### config.mk
export PLATFORM = sky130hd
export DESIGN_NAME = buffer_rr_arbiter_flat
export DESIGN_NICKNAME = d
export VERILOG_FILES = /design/src/rtl/buffer_rr_arbiter_pkg.sv /design/src/rtl/buffer_rr_arbiter_if.sv /design/src/rtl/buffer_rr_arbiter_rr.sv /design/src/rtl/buffer_rr_arbiter.sv /design/src/flat_wrapper.sv
export SDC_FILE = /design/constraint.sdc
export NUM_CORES = 1
export LEC_CHECK = 0
export ABC_AREA = 1
export BUFFER_PORTS_ARGS = -buffer_cell sky130_fd_sc_hd__buf_2
export CELL_PAD_IN_SITES_DETAIL_PLACEMENT = 0
export CELL_PAD_IN_SITES_GLOBAL_PLACEMENT = 1
export CORE_UTILIZATION = 30
export DETAILED_ROUTE_END_ITERATION = 8
export PLACE_DENSITY = 0.85
export SYNTH_ARGS = -nofsm -noshare
export SYNTH_HDL_FRONTEND = slang
export SYNTH_SLANG_ARGS = --single-unit
export TNS_END_PERCENT = 20
### constraint.sdc
create_clock -name clk_i -period 3.7 [get_ports clk_i]
set_input_delay 0.555 -clock clk_i [delete_from_list [all_inputs] [get_ports clk_i]]
set_output_delay 0.555 -clock clk_i [all_outputs]
set_load 0.01 [all_outputs]
### src/rtl/buffer_rr_arbiter_pkg.sv
// Shared definitions for the buffered round-robin arbiter: index-width helper
// and the output-register state encoding.
package buffer_pkg;

  function automatic int unsigned clog2_min1(input int unsigned n);
    return (n <= 1) ? 1 : $clog2(n);
  endfunction

  localparam logic [0:0] ST_EMPTY = 1'b0;
  localparam logic [0:0] ST_FULL  = 1'b1;

endpackage

### src/rtl/buffer_rr_arbiter_if.sv
// Requester-side and output-side valid/ready channels of buffer_rr_arbiter.
// The slave modport is the arbiter's view; master is the surrounding logic's view.
interface buffer_rr_arbiter_if
  import buffer_pkg::*;
#(
  parameter int unsigned DATA_WIDTH = 32,
  parameter int unsigned NUM_REQ    = 4
) ();

  localparam int unsigned IDX_WIDTH = clog2_min1(NUM_REQ);

  logic [NUM_REQ-1:0]            req_valid_i;
  logic [NUM_REQ*DATA_WIDTH-1:0] req_data_i;
  logic [NUM_REQ-1:0]            req_ready_o;
  logic                          out_valid_o;
  logic [DATA_WIDTH-1:0]         out_data_o;
  logic [IDX_WIDTH-1:0]          out_src_o;
  logic                          out_ready_i;

  modport slave (
    input  req_valid_i,
    input  req_data_i,
    input  out_ready_i,
    output req_ready_o,
    output out_valid_o,
    output out_data_o,
    output out_src_o
  );

  modport master (
    output req_valid_i,
    output req_data_i,
    output out_ready_i,
    input  req_ready_o,
    input  out_valid_o,
    input  out_data_o,
    input  out_src_o
  );

endinterface

### src/rtl/buffer_rr_arbiter_rr.sv
// Combinational round-robin arbiter: the first requester strictly after
// last_grant wins, wrapping around to the lowest index.
module rr_arbiter
  import buffer_pkg::*;
#(
  parameter  int unsigned NUM_REQ   = 4,
  localparam int unsigned IDX_WIDTH = clog2_min1(NUM_REQ)
) (
  input  logic [NUM_REQ-1:0]   req,
  input  logic [IDX_WIDTH-1:0] last_grant,
  output logic [NUM_REQ-1:0]   grant_onehot,
  output logic [IDX_WIDTH-1:0] grant_idx,
  output logic                 any
);

  logic [NUM_REQ-1:0]   w_mask;
  logic [2*NUM_REQ-1:0] w_dbl;
  logic                 w_found;

  always_comb begin
    w_mask = '0;
    for (int unsigned k = 0; k < NUM_REQ; k++) begin
      w_mask[k] = (k > 32'(last_grant));
    end
  end

  // Low half holds requesters above the pointer, high half the full set, so the
  // lowest set bit of the doubled vector is the wrapped round-robin winner.
  assign w_dbl = {req, req & w_mask};

  always_comb begin
    grant_idx = '0;
    w_found   = 1'b0;
    for (int unsigned i = 0; i < 2 * NUM_REQ; i++) begin
      if (!w_found && w_dbl[i]) begin
        w_found   = 1'b1;
        grant_idx = IDX_WIDTH'(i % NUM_REQ);
      end
    end
  end

  assign any = |req;

  always_comb begin
    grant_onehot = '0;
    if (any) begin
      grant_onehot[grant_idx] = 1'b1;
    end
  end

endmodule

### src/rtl/buffer_rr_arbiter.sv
// One shared output register stage fed by NUM_REQ valid/ready requesters under
// round-robin arbitration; each word is tagged with the index of its source.
module buffer_rr_arbiter
  import buffer_pkg::*;
#(
  parameter int unsigned DATA_WIDTH = 32,
  parameter int unsigned NUM_REQ    = 4
) (
  input  logic                clk_i,
  input  logic                reset_n_i,
  buffer_rr_arbiter_if.slave  bus
);

  localparam int unsigned IDX_WIDTH = clog2_min1(NUM_REQ);

  logic [0:0]            r_state;
  logic [0:0]            w_state_nxt;
  logic [DATA_WIDTH-1:0] r_data;
  logic [IDX_WIDTH-1:0]  r_src;
  logic [IDX_WIDTH-1:0]  r_last_grant;

  logic [NUM_REQ-1:0]    w_grant_onehot;
  logic [IDX_WIDTH-1:0]  w_grant_idx;
  logic                  w_any;
  logic                  w_load_en;
  logic                  w_load;
  logic                  w_drain;
  logic [DATA_WIDTH-1:0] w_sel_data;

  rr_arbiter #(
    .NUM_REQ (NUM_REQ)
  ) u_arb (
    .req          (bus.req_valid_i),
    .last_grant   (r_last_grant),
    .grant_onehot (w_grant_onehot),
    .grant_idx    (w_grant_idx),
    .any          (w_any)
  );

  assign w_load_en = (r_state == ST_EMPTY) | bus.out_ready_i;
  assign w_load    = w_any & w_load_en;
  assign w_drain   = (r_state == ST_FULL) & bus.out_ready_i;

  always_comb begin
    w_sel_data = '0;
    for (int unsigned k = 0; k < NUM_REQ; k++) begin
      if (w_grant_onehot[k]) begin
        w_sel_data = bus.req_data_i[k*DATA_WIDTH +: DATA_WIDTH];
      end
    end
  end

  always_comb begin
    w_state_nxt = r_state;
    case (r_state)
      ST_EMPTY: w_state_nxt = w_load ? ST_FULL : ST_EMPTY;
      ST_FULL:  w_state_nxt = (w_drain && !w_load) ? ST_EMPTY : ST_FULL;
      default:  w_state_nxt = ST_EMPTY;
    endcase
  end

  // Data and source are only written on a load, so a drain leaves them intact.
  always_ff @(posedge clk_i or negedge reset_n_i) begin
    if (!reset_n_i) begin
      r_state      <= ST_EMPTY;
      r_data       <= '0;
      r_src        <= '0;
      r_last_grant <= IDX_WIDTH'(NUM_REQ - 1);
    end else begin
      r_state <= w_state_nxt;
      if (w_load) begin
        r_data       <= w_sel_data;
        r_src        <= w_grant_idx;
        r_last_grant <= w_grant_idx;
      end
    end
  end

  assign bus.req_ready_o = reset_n_i ? (w_grant_onehot & {NUM_REQ{w_load_en}}) : '0;
  assign bus.out_valid_o = (r_state == ST_FULL);
  assign bus.out_data_o  = r_data;
  assign bus.out_src_o   = r_src;

endmodule

### src/flat_wrapper.sv
// flat-port wrapper written by rule: the top's interface ports become plain ports
module buffer_rr_arbiter_flat import buffer_pkg::*;
#(
  parameter int unsigned DATA_WIDTH = 32,
  parameter int unsigned NUM_REQ    = 4
)
  (clk_i, reset_n_i, bus_req_valid_i, bus_req_data_i, bus_out_ready_i, bus_req_ready_o, bus_out_valid_o, bus_out_data_o, bus_out_src_o);
  buffer_rr_arbiter_if #(.DATA_WIDTH(DATA_WIDTH), .NUM_REQ(NUM_REQ)) bus_i ();
  input  logic clk_i;
  input  logic reset_n_i;
  input wire logic [$bits(bus_i.req_valid_i)-1:0] bus_req_valid_i;
  input wire logic [$bits(bus_i.req_data_i)-1:0] bus_req_data_i;
  input wire logic [$bits(bus_i.out_ready_i)-1:0] bus_out_ready_i;
  output wire logic [$bits(bus_i.req_ready_o)-1:0] bus_req_ready_o;
  output wire logic [$bits(bus_i.out_valid_o)-1:0] bus_out_valid_o;
  output wire logic [$bits(bus_i.out_data_o)-1:0] bus_out_data_o;
  output wire logic [$bits(bus_i.out_src_o)-1:0] bus_out_src_o;
  assign bus_i.req_valid_i = bus_req_valid_i;
  assign bus_i.req_data_i = bus_req_data_i;
  assign bus_i.out_ready_i = bus_out_ready_i;
  assign bus_req_ready_o = bus_i.req_ready_o;
  assign bus_out_valid_o = bus_i.out_valid_o;
  assign bus_out_data_o = bus_i.out_data_o;
  assign bus_out_src_o = bus_i.out_src_o;
  buffer_rr_arbiter #(.DATA_WIDTH(DATA_WIDTH), .NUM_REQ(NUM_REQ)) u_core (.clk_i(clk_i), .reset_n_i(reset_n_i), .bus(bus_i));
endmodule
==> summary.txt, run 1 <==
Run status
  • Status: finished clean

Critical path
  • R2R Setup Slk: roughly 1.4 ns
  • CP cell instances: inv_1, nand2_1, nand2_2, nor2_2, o21ai_1, nand2_2, nand2_1, nor2_1, buf_2
  • Worst setup SP type: flop
  • CP peak stage delay: around 0.54 ns
  • Worst EP required: 3.14 ns
  • Crit path DAT: ~2.1 ns
  • Worst setup EP type: primary output
  • WS Path Type: flop to primary output
  • Critical path's slowest cell: dfstp_2
  • Max FO, Critical Path: 34

Worst hold path
  • Worst min path class: primary input to asynchronous set/reset pin

Global routing
  • Total GRT Usage: 17.8%
  • First-pass GRT wire length: roughly 14000 um
  • Gr ovfl total: 0
  • Vias in the first global route: around 3300
  • Largest net degree at the start of global routing: 66
  • Initial antenna violation count: 0

Pwr
  • Pwr dens: 425 mW/mm2
  • Clock power share: about 17%
  • P_sw: 0.000689 W
  • Total leakage power: ~2.6 nW
  • Sw frac: 41.9%
  • Comb pwr share: between 40% and 50%
  • Tot Pwr: 0.00164 W
  • Seq pwr share: 35.4%
  • Internal power: 0.000955 W
  • Max VDD drop: ~0.24 mV

Synthesis
  • Average cell area after synthesis: 5.80 um2
  • Yosys top cell area share: 30.6%
  • Post-synth top flop: dfrtp_1
  • Post-synthesis instance area: 0.00286 mm2
  • Area leader, netlist: dfrtp_1
  • Top post-synthesis cells by count: nand2_1, inv_1, nor2_1
  • Synth top area cells: dfrtp_1, nand2_1, inv_1
  • Post-synthesis sequential area ratio: 32.5%
  • Mapped Cells: 493
  • Post-Syn Nets: around 630
  • Top-count cell post-synth: nand2_1
  • Flops & latches, synth: 37
  • Post-synth EDFFs: 0
  • Cell variety after synth: 21
  • Ys async rst share: 100%
  • Ys Warns: 0

Floorplanning
  • Die W: 99.6 um
  • DIE HEIGHT: 99.6 um
  • # IOs: 174
  • Initial Util: a little under a third
  • Rows: 35
  • Core footprint: 0.00924 mm2
  • Area of the die: just under 0.01 mm2

Place
  • I/O Buffers: about 170
  • HPWL Detailed: roughly 6200 um
  • GP Congestion: 0.735

Timing
  • Tcrit/Tclk final: 71.0%
  • Slew margin rel.: 48.5%
  • Fmax: 381 MHz
  • Unrepaired setup endpoints after global routing: false
  • Worst-Margin Slew: between 0.7 and 0.8 ns
  • Final TNS setup: 0 ns
  • Final setup fails: 0
  • Minimum clock period: 2.63 ns
  • Worst Hold Slack: 0.408 ns
  • Final Hold Violating Endpoints: 0
  • Final Slew Violations: 0
  • Skew final: approximately 0.0079 ns

Clocking
  • Maximum clock insertion buffer count: 2
  • H-tree lvl count: 2
  • Hold_buf cts: 0
  • Root buffer cell: clkbuf_8
  • Clock Latency Late Sink: 0.28 ns
  • CTS resizes: 0
  • CTS tree: yes
  • Clk pin slew, worst setup/hold paths: ~0.080 ns
  • CTS Buf Count: 5
  • Clock sink count: 37
  • Post-CTS Setup Bufs: 0

Run
  • Max-cap check violation count: 0

Cells and area
  • Share of cells above drive strength 1: 29.8%
  • Layout Nets: 789
  • Syn-to-layout area delta: 35.3%
  • Ant diodes: 0
  • Fillers: ~1100

Route
  • WL/cell: 10.9 um
  • Vias post-DR: 3386
  • Antenna-violating nets left: 0
  • Initial drt markers: 67
  • Post-Route WL: 8580 um
  • DR DRC count: 0
  • Drt first pass iters: 4
  • Routed vias/inst: between 4 and 5
flip-flops by register name, indices dropped and copies added, names as in the netlist:
| register | flops |
|---|---|
| u_core.bus.out_valid_o | 1 |
| u_core.bus.out_src_o | 2 |
| u_core.bus.out_data_o | 32 |
| u_core.r_last_grant | 2 |
through the flow:
step	cell area, um2	setup WS [ns]	instances	utilization [%]
floorplan	2860	1.64	493	-
global placement	3790	1.31	776	41.0
detailed placement	3790	1.23	776	41.0
CTS	3870	1.03	784	41.9
global route	3870	0.793	784	41.9
finish	3870	1.07	784	41.9
cell families after synthesis:
| family | synth area share (%) |
|---|---|
| compound gates | 12.1 |
| simple gates | 36.5 |
| buf+inv | 18.9 |
| flops | 32.5 |
layer usage:
layer	GRT usage [%]	vias up	wire, um
li1	-	1785	-
met2	32.1	117	4120
met5	0	-	0
met1	21.9	1476	3820
met3	3.37	8	556
met4	4.19	0	86
final cells by class:
class / count / area, um2 / area share, %
Multi-Input combinational cell: 327 / 1400 / 36.0
Sequential cell: 37 / 928 / 24.0
Timing Repair Buffer: 180 / 918 / 23.7
Inverter: 103 / 387 / 9.99
Tap cell: 129 / 161 / 4.17
Clock buffer: 7 / 76.3 / 1.97
Clock inverter: 1 / 5.00 / 0.129
power by group through the flow:
| stage | logic [W] | clock network (W) | registers, W |
|---|---|---|---|
| 3_3_place_gp | 0.000790 | 0 | 0.000587 |
| 5_1_grt | 0.000912 | 0.000301 | 0.000599 |
| 3_5_place_dp | 0.000802 | 0 | 0.000591 |
| 2_1_floorplan | 0.000474 | 0 | 0.000643 |
| 6_report | 0.000789 | 0.000273 | 0.000583 |
| 4_1_cts | 0.000805 | 0.000289 | 0.000584 |
critical path, delay by kind of cell, from the launching register on:
family / cells / cell delay (ns)
AND/OR/NAND/NOR: 6 / 0.95
buffers and inverters: 2 / 0.19
AO/OA/AOI/OAI: 1 / 0.10
flip-flops: 1 / 0.54
worst paths after layout:
kind / start / endpoint / cells after the start
setup / recovery: u_core.r_last_grant[1] / bus_req_ready_o[3] / 9
hold / removal: reset_n_i / u_core.bus.out_data_o[6] / 2
setup reg to reg: u_core.r_last_grant[1] / u_core.bus.out_data_o[28] / 12
hold reg to reg: u_core.bus.out_data_o[13] / u_core.bus.out_data_o[13] / 2
max in group asynchronous: reset_n_i / u_core.r_last_grant[0] / 2
min in group clk_i: u_core.bus.out_data_o[13] / u_core.bus.out_data_o[13] / 2
layout by cell type (no fill, tap or decap), types with 5 or more instances in the layout:
cell,count
nor2_1,36
o21ai_1,6
o21ai_0,28
inv_1,102
dfrtp_1,35
a21oi_1,35
nand2_1,178
nand3_1,32
buf_4,7
buf_2,173
clkbuf_8,5
Power figures use the tool's default switching activity.
==> run 2: changes to the inputs <==
Settings changed: CORE_UTILIZATION 30 to 28, PLACE_DENSITY 0.85 to 0.8.
Clock period 3.7 ns to 2.6 ns, I/O delays scaled along.
==> run 2 against run 1 <==
  * Utilization fell by 2.2 points
  * Routed wire length increased by 2.1%
  * Non-clock buffer count is 1 higher
  * First-iteration DRC count is 67% higher
  * Critical path depth decreased by 1
  * Register-to-register slack lost 0.69 ns
  * Worst setup slack got worse by 0.60 ns
  * Sequential power increased by 43%
  * Clock skew down 0.0055 ns
  * Critical path type unchanged
  * Largest cell class unchanged
  * Largest power group unchanged
  * Highest routed layer unchanged
==> summary.txt, run 2 (same netlist as run 1, synthesis figures left out) <==
Route
  • Post-Route WL: 8760 um (+2.1%)
  • Drt first pass iters: 4 (unchanged)
  • DR DRC count: 0 (unchanged)
  • Initial drt markers: 112 (+67%)
  • WL/cell: 11.1 um (+1.5%)
  • Antenna-violating nets left: 0 (unchanged)
  • Vias post-DR: 3380 (-0.18%)
  • Routed vias/inst: 4.28 (-0.81%)

Critical path
  • Crit path DAT: 1.73 ns (-0.34 ns)
  • Critical path's slowest cell: dfstp_2
  • Worst setup EP type: primary output
  • Most common cell on crit path: nand2_1
  • WS Path Type: flop to primary output
  • CP cell instances: inv_1, nand2_1, nand2_2, nor2_2, nand2_1, nand3_2, nor3b_1, buf_2
  • Max FO, Critical Path: 4 (-88%)
  • Worst EP required: 2.21 ns (-0.93 ns)
  • Worst setup SP type: flop
  • CP peak stage delay: 0.54 ns (about the same)

Timing
  • Tcrit/Tclk final: 81.7%
  • Final setup fails: 0 (unchanged)
  • Unrepaired setup endpoints after global routing: false
  • Worst Hold Slack: 0.267 ns (-0.141 ns)
  • Final TNS setup: 0 ns (unchanged)
  • Fmax: 471 MHz
  • Worst-Margin Slew: 0.849 ns (+0.0787 ns)
  • Slew margin rel.: 43.2% (-5.3 points)
  • Skew final: 0.00248 ns (-0.00547 ns)
  • Minimum clock period: 2.12 ns
  • Final Slew Violations: 0 (unchanged)
  • Final Hold Violating Endpoints: 0 (unchanged)

Floorplanning
  • Core footprint: 0.00982 mm2 (+6.3%)
  • Initial Util: 29.1% (-1.8 points)
  • Die W: 103 um (+3.4%)
  • DIE HEIGHT: 103 um (+3.4%)
  • Area of the die: 0.0106 mm2 (+7.0%)
  • Rows: 36 (+2.9%)
  • # IOs: 174 (unchanged)

Clocking
  • Maximum clock insertion buffer count: 2 (unchanged)
  • Post-CTS Setup Bufs: 0 (unchanged)
  • CTS resizes: 0 (unchanged)
  • Clock sink count: 37 (unchanged)
  • Clk pin slew, worst setup/hold paths: 0.07 ns (about the same)
  • H-tree lvl count: 2 (unchanged)
  • Root buffer cell: clkbuf_8
  • Clock Latency Late Sink: 0.28 ns (about the same)
  • CTS Buf Count: 5 (unchanged)
  • CTS tree: yes
  • Hold_buf cts: 0 (unchanged)

Global routing
  • Gr busiest metal: met2
  • Gr ovfl total: 0 (unchanged)
  • GR Util met2: 29.0% (-3.1 points)
  • Initial antenna violation count: 0 (unchanged)
  • Largest net degree at the start of global routing: 39 (-41%)
  • Total GRT Usage: 16.4% (-1.4 points)
  • Vias in the first global route: 3003 (-7.7%)
  • Met3 Resource Use GR: 2.98% (-0.39 points)
  • GR Util met1: 20.5% (-1.4 points)
  • First-pass GRT wire length: 13800 um (-3.8%)

Cells and area
  • Max reg flops: 32 (unchanged)
  • Ant diodes: 0 (unchanged)
  • Layout Nets: 790 (+0.13%)
  • Syn-to-layout area delta: 36.2%
  • Fillers: 1121 (+6.8%)
  • Share of cells above drive strength 1: 29.7% (-0.045 points)
  • Most common cell after layout, fill and taps aside: nand2_1
  • Commonest non-fill, non-tap cells in the layout: nand2_1, buf_2, inv_1

Pwr
  • Max VDD drop: 0.341 mV (+41%)
  • Pwr dens: 609 mW/mm2 (+43%)
  • Total leakage power: 2.58 nW (+0.26%)

Place
  • I/O Buffers: 173 (unchanged)
  • HPWL Detailed: 6300 um (+1.3%)
  • GP Congestion: 0.866 (+18%)

Run status
  • Status: finished clean

Run
  • Max-cap check violation count: 0 (unchanged)

Worst hold path
  • Worst min path class: primary input to asynchronous set/reset pin
run 2: changes by cell type in the layout (fill, tap and decap cells not counted):
| cell | change |
|---|---|
| buf_12 | +1 |
| clkinv_2 | -1 |
| clkbuf_1 | +1 |
run 2: final timing paths:
kind,startpoint,cells past startpoint,slack [ns],endpoint
max in group asynchronous,reset_n_i,2,1.97,u_core.r_last_grant[1]
hold reg to reg,u_core.bus.out_data_o[31],2,0.48,u_core.bus.out_data_o[31]
min in group clk_i,bus_req_valid_i[0],3,0.40,u_core.bus.out_valid_o
setup / recovery,u_core.r_last_grant[1],8,0.48,bus_req_ready_o[2]
hold / removal,reset_n_i,2,0.27,u_core.bus.out_data_o[3]
setup reg to reg,u_core.bus.out_valid_o,7,0.67,u_core.bus.out_data_o[1]
run 2: final cells by class:
class	instances	area (um2)	area share (%)
Sequential cell	37	928	23.8
Timing Repair Buffer	181	938	24.1
Clock buffer	8	80.1	2.06
Inverter	103	387	9.93
Tap cell	133	166	4.27
Multi-Input combinational cell	327	1400	35.8
run 2: critical path: cells and delay by family, from the launching register on:
family	cells	cell delay, ns
flops	1	0.54
buf+inv	2	0.22
simple gates	6	0.68
run 2: metal layers:
| metal | share of wire, % | wire [um] | vias up |
|---|---|---|---|
| met5 | 0 | 0 | - |
| met4 | 1.3 | 114 | 0 |
| met3 | 6.0 | 525 | 9 |
| met2 | 46 | 4050 | 125 |
| met1 | 46 | 4070 | 1455 |
| li1 | - | - | 1791 |
run 2: power by group:
group / leakage [nW] / internal (W) / switching [W]
combinational: 2.09 / 0.000438 / 0.000713
sequential: 0.450 / 0.000745 / 0.0000889
clock: 0.0395 / 0.000191 / 0.000195
total: 2.58 / 0.00137 / 0.000998
run 2: stage by stage:
step | utilization, % | power, W | setup WS [ns] | cell area (um2) | std cells
after global routing | 39.7 | 0.00261 | 0.269 | 3890 | 789
final | 39.7 | 0.00237 | 0.476 | 3890 | 789
after detailed placement | 38.9 | 0.00201 | 0.483 | 3810 | 781
after floorplan | - | 0.00159 | 0.705 | 2860 | 493
after CTS | 39.7 | 0.00242 | 0.461 | 3890 | 789
after global placement | 38.9 | 0.00200 | 0.515 | 3810 | 781
==> run 3: changes to the inputs <==
Settings changed: ABC_AREA 1 to 0, CORE_UTILIZATION 28 to 27, PLACE_DENSITY 0.8 to 0.79.
Clock period 2.6 ns to 2.1 ns, I/O delays scaled along.
==> run 3 against run 2 <==
  * The run now ends with setup timing left
  * Cell area decreased by 14%
  * Non-clock buffer count increased by 12
  * Worst setup slack got worse by 0.49 ns
  * Critical endpoint is now bus_req_ready_o[0]
==> summary.txt, run 3 <==
Cells and area
  • Fillers: 786 (-30%)
  • Syn-to-layout area delta: 54.4%
  • Layout Nets: 544 (-31%)
  • Commonest non-fill, non-tap cells in the layout: buf_2, nor2_1, dfrtp_1
  • Non-Filler Instances: 510 (-35%)
  • Area of the multi-input gates: 0.00119 mm2 (-15%)
  • Share of cells above drive strength 1: 52.2% (+22 points)
  • Max reg flops: 32 (unchanged)
  • Ant diodes: 0 (unchanged)
  • Most common cell after layout, fill and taps aside: buf_2
  • Register area: 928 um2 (unchanged)

Run status
  • Status: finished, violations left
  • Failing checks: setup timing

Place
  • HPWL Detailed: 6070 um (-3.7%)
  • I/O Buffers: 173 (unchanged)
  • Inst Count DP: 500 (-36%)
  • GP Congestion: 0.792 (-8.6%)
  • Setup WS pre-CTS: 0.137 ns (-0.346 ns)

Synthesis
  • Post-synthesis sequential area ratio: 42.8% (+10 points)
  • Post-synthesis instance area: 0.00217 mm2 (-24%)
  • Synth top area cells: dfrtp_1, a221oi_1, a22oi_1
  • Mapped Cells: 233 (-53%)
  • Post-Syn Nets: 368 (-41%)
  • Ys Warns: 0 (unchanged)
  • Largest family of logic cells by synthesized area: compound AO/OA/AOI/OAI gates
  • Flops & latches, synth: 37 (unchanged)
  • Compound-Gate Fraction of Synth Area: 39.4% (+27 points)
  • Average cell area after synthesis: 9.30 um2 (+60%)
  • Ys async rst share: 100% (unchanged)
  • Adder-cell area share of the yosys netlist: 0% (unchanged)
  • Top-count cell post-synth: nor2_1
  • Yosys top cell area share: 40.4% (+9.8 points)
  • Top post-synthesis cells by count: nor2_1, dfrtp_1, a221oi_1
  • Post-synth EDFFs: 0 (unchanged)
  • Post-synth top flop: dfrtp_1
  • Xor and xnor area share after synthesis: 0% (unchanged)
  • Cell variety after synth: 27 (+29%)
  • Area leader, netlist: dfrtp_1
  • Post-synthesis mux area share: 0% (unchanged)
  • Post-Synth Simple-Gate Area: 12.0% (-25 points)

Clocking
  • H-tree lvl count: 2 (unchanged)
  • Clock Latency Late Sink: 0.28 ns (about the same)
  • Maximum clock insertion buffer count: 2 (unchanged)
  • Root buffer cell: clkbuf_8
  • Clk pin slew, worst setup/hold paths: 0.07 ns (about the same)
  • CTS tree: yes
  • Hold_buf cts: 0 (unchanged)
  • CTS Buf Count: 5 (unchanged)
  • Clock sink count: 37 (unchanged)

Global routing
  • Vias in the first global route: 2625 (-13%)
  • First-pass GRT wire length: 12800 um (-7.7%)
  • Initial antenna violation count: 0 (unchanged)
  • Gr ovfl total: 0 (unchanged)
  • Total GRT Usage: 19.2% (+2.8 points)
  • Largest net degree at the start of global routing: 33 (-15%)

Timing
  • Fmax: about 470 MHz
  • Slew margin rel.: 40.4% (-2.9 points)
  • Tcrit/Tclk final: 101%
  • Final WS setup: -0.0180 ns (-0.494 ns)
  • Unrepaired setup endpoints after global routing: true
  • Final setup fails: 1 (+1)
  • Minimum clock period: 2.12 ns
  • Final Slew Violations: 0 (unchanged)
  • Skew final: 0.00305 ns (+0.000563 ns)
  • Worst-Margin Slew: 0.892 ns (+0.0426 ns)
  • Final TNS setup: -0.0180 ns (-0.0180 ns)
  • Final Hold Violating Endpoints: 0 (unchanged)

Critical path
  • Worst EP required: 1.78 ns (-0.43 ns)
  • Worst setup EP type: primary output
  • Worst Setup SP: u_core.r_last_grant[1]
  • Crit path DAT: 1.80 ns (+0.07 ns)
  • R2r startpoint: u_core.r_last_grant[1]
  • Worst setup SP type: flop
  • WS Path Type: flop to primary output
  • Max FO, Critical Path: 20 (+16)

Worst hold path
  • Worst min path class: primary input to asynchronous set/reset pin

Route
  • Vias post-DR: 2697 (-20%)
  • Antenna-violating nets left: 0 (unchanged)
  • DR DRC count: 0 (unchanged)
  • WL/cell: 15.6 um (+41%)
  • Drt first pass iters: 5 (+1)
  • Post-Route WL: 7980 um (-8.9%)
  • Routed vias/inst: 5.29 (+23%)
  • Initial drt markers: 108 (-3.6%)

Floorplanning
  • Area of the die: 0.00839 mm2 (-21%)
  • Initial Util: 28.0% (-1.1 points)
  • Core footprint: 0.00773 mm2 (-21%)
  • DIE HEIGHT: 91.6 um (-11%)
  • Die W: 91.6 um (-11%)
  • Rows: 32 (-11%)
  • # IOs: 174 (unchanged)

Pwr
  • Total leakage power: 1.63 nW (-37%)
  • Max VDD drop: 0.254 mV (-25%)
  • Pwr dens: 758 mW/mm2 (+24%)

Run
  • Max-cap check violation count: 0 (unchanged)
## run 3: final cells by class
| type | count | share of cell area, % |
|---|---|---|
| clock buffer | 5 | 2.06 |
| sequential | 37 | 27.7 |
| multi-input combinational | 170 | 35.4 |
| tap | 102 | 3.81 |
| timing repair buffer | 193 | 30.6 |
| clock inverter | 1 | 0.150 |
| inverter | 2 | 0.224 |
## run 3: cells by family after synthesis
logic type	after synthesis
and+or+nand+nor	59
AOI/OAI and AO/OA	111
DFF	37
buffers and inverters	26
## run 3: repair_timing
action / 4_1_cts / 5_1_grt
setup endpoints to repair: 3 / 3
gates resized for setup: 2 / 3
setup buffers: 3 / 1
pin swaps: 1 / 2
## run 3: worst paths after layout
check                                            end  slack [ns]  cells after the start
setup reg to reg            u_core.bus.out_data_o[7]        0.10                      7
setup / recovery                  bus_req_ready_o[0]       -0.02                      6
hold reg to reg              u_core.bus.out_src_o[0]        0.49                      1
max in group asynchronous   u_core.bus.out_data_o[0]        1.50                      3
hold / removal             u_core.bus.out_data_o[24]        0.03                      2
min in group clk_i         u_core.bus.out_data_o[24]        0.33                      3
## run 3: routing by layer
metal	part of all wire (%)	vias up	GRT usage (%)
met4	0.54	0	3.70
met1	40	1288	23.1
met5	0	-	0
met3	8.1	6	4.36
met2	51	124	34.8
li1	-	1279	-
## run 3: power breakdown
group | total [W] | switching [W] | internal [W]
clock network | 0.000457 | 0.000238 | 0.000218
registers | 0.000961 | 0.0000870 | 0.000874
logic | 0.00112 | 0.000612 | 0.000507
## run 3: worst max-delay path: stages (launching register included)
cell	delay (ns)
dfstp_2	0.59
nor2_1	0.06
a221oi_2	0.25
nor2_2	0.09
buf_8	0.17
nor4b_4	0.20
buf_2	0.16
## run 3: metrics by stage
step | instance area (um2) | power, W | hold slack, ns | util, %
2_1_floorplan | 2180 | 0.00157 | 0.0194 | -
3_3_place_gp | 3210 | 0.00204 | 0.325 | 41.6
3_5_place_dp | 3210 | 0.00206 | 0.333 | 41.6
4_1_cts | 3320 | 0.00254 | 0.0253 | 43.0
5_1_grt | 3350 | 0.00272 | 0.0213 | 43.3
6_report | 3350 | 0.00254 | 0.0257 | 43.3
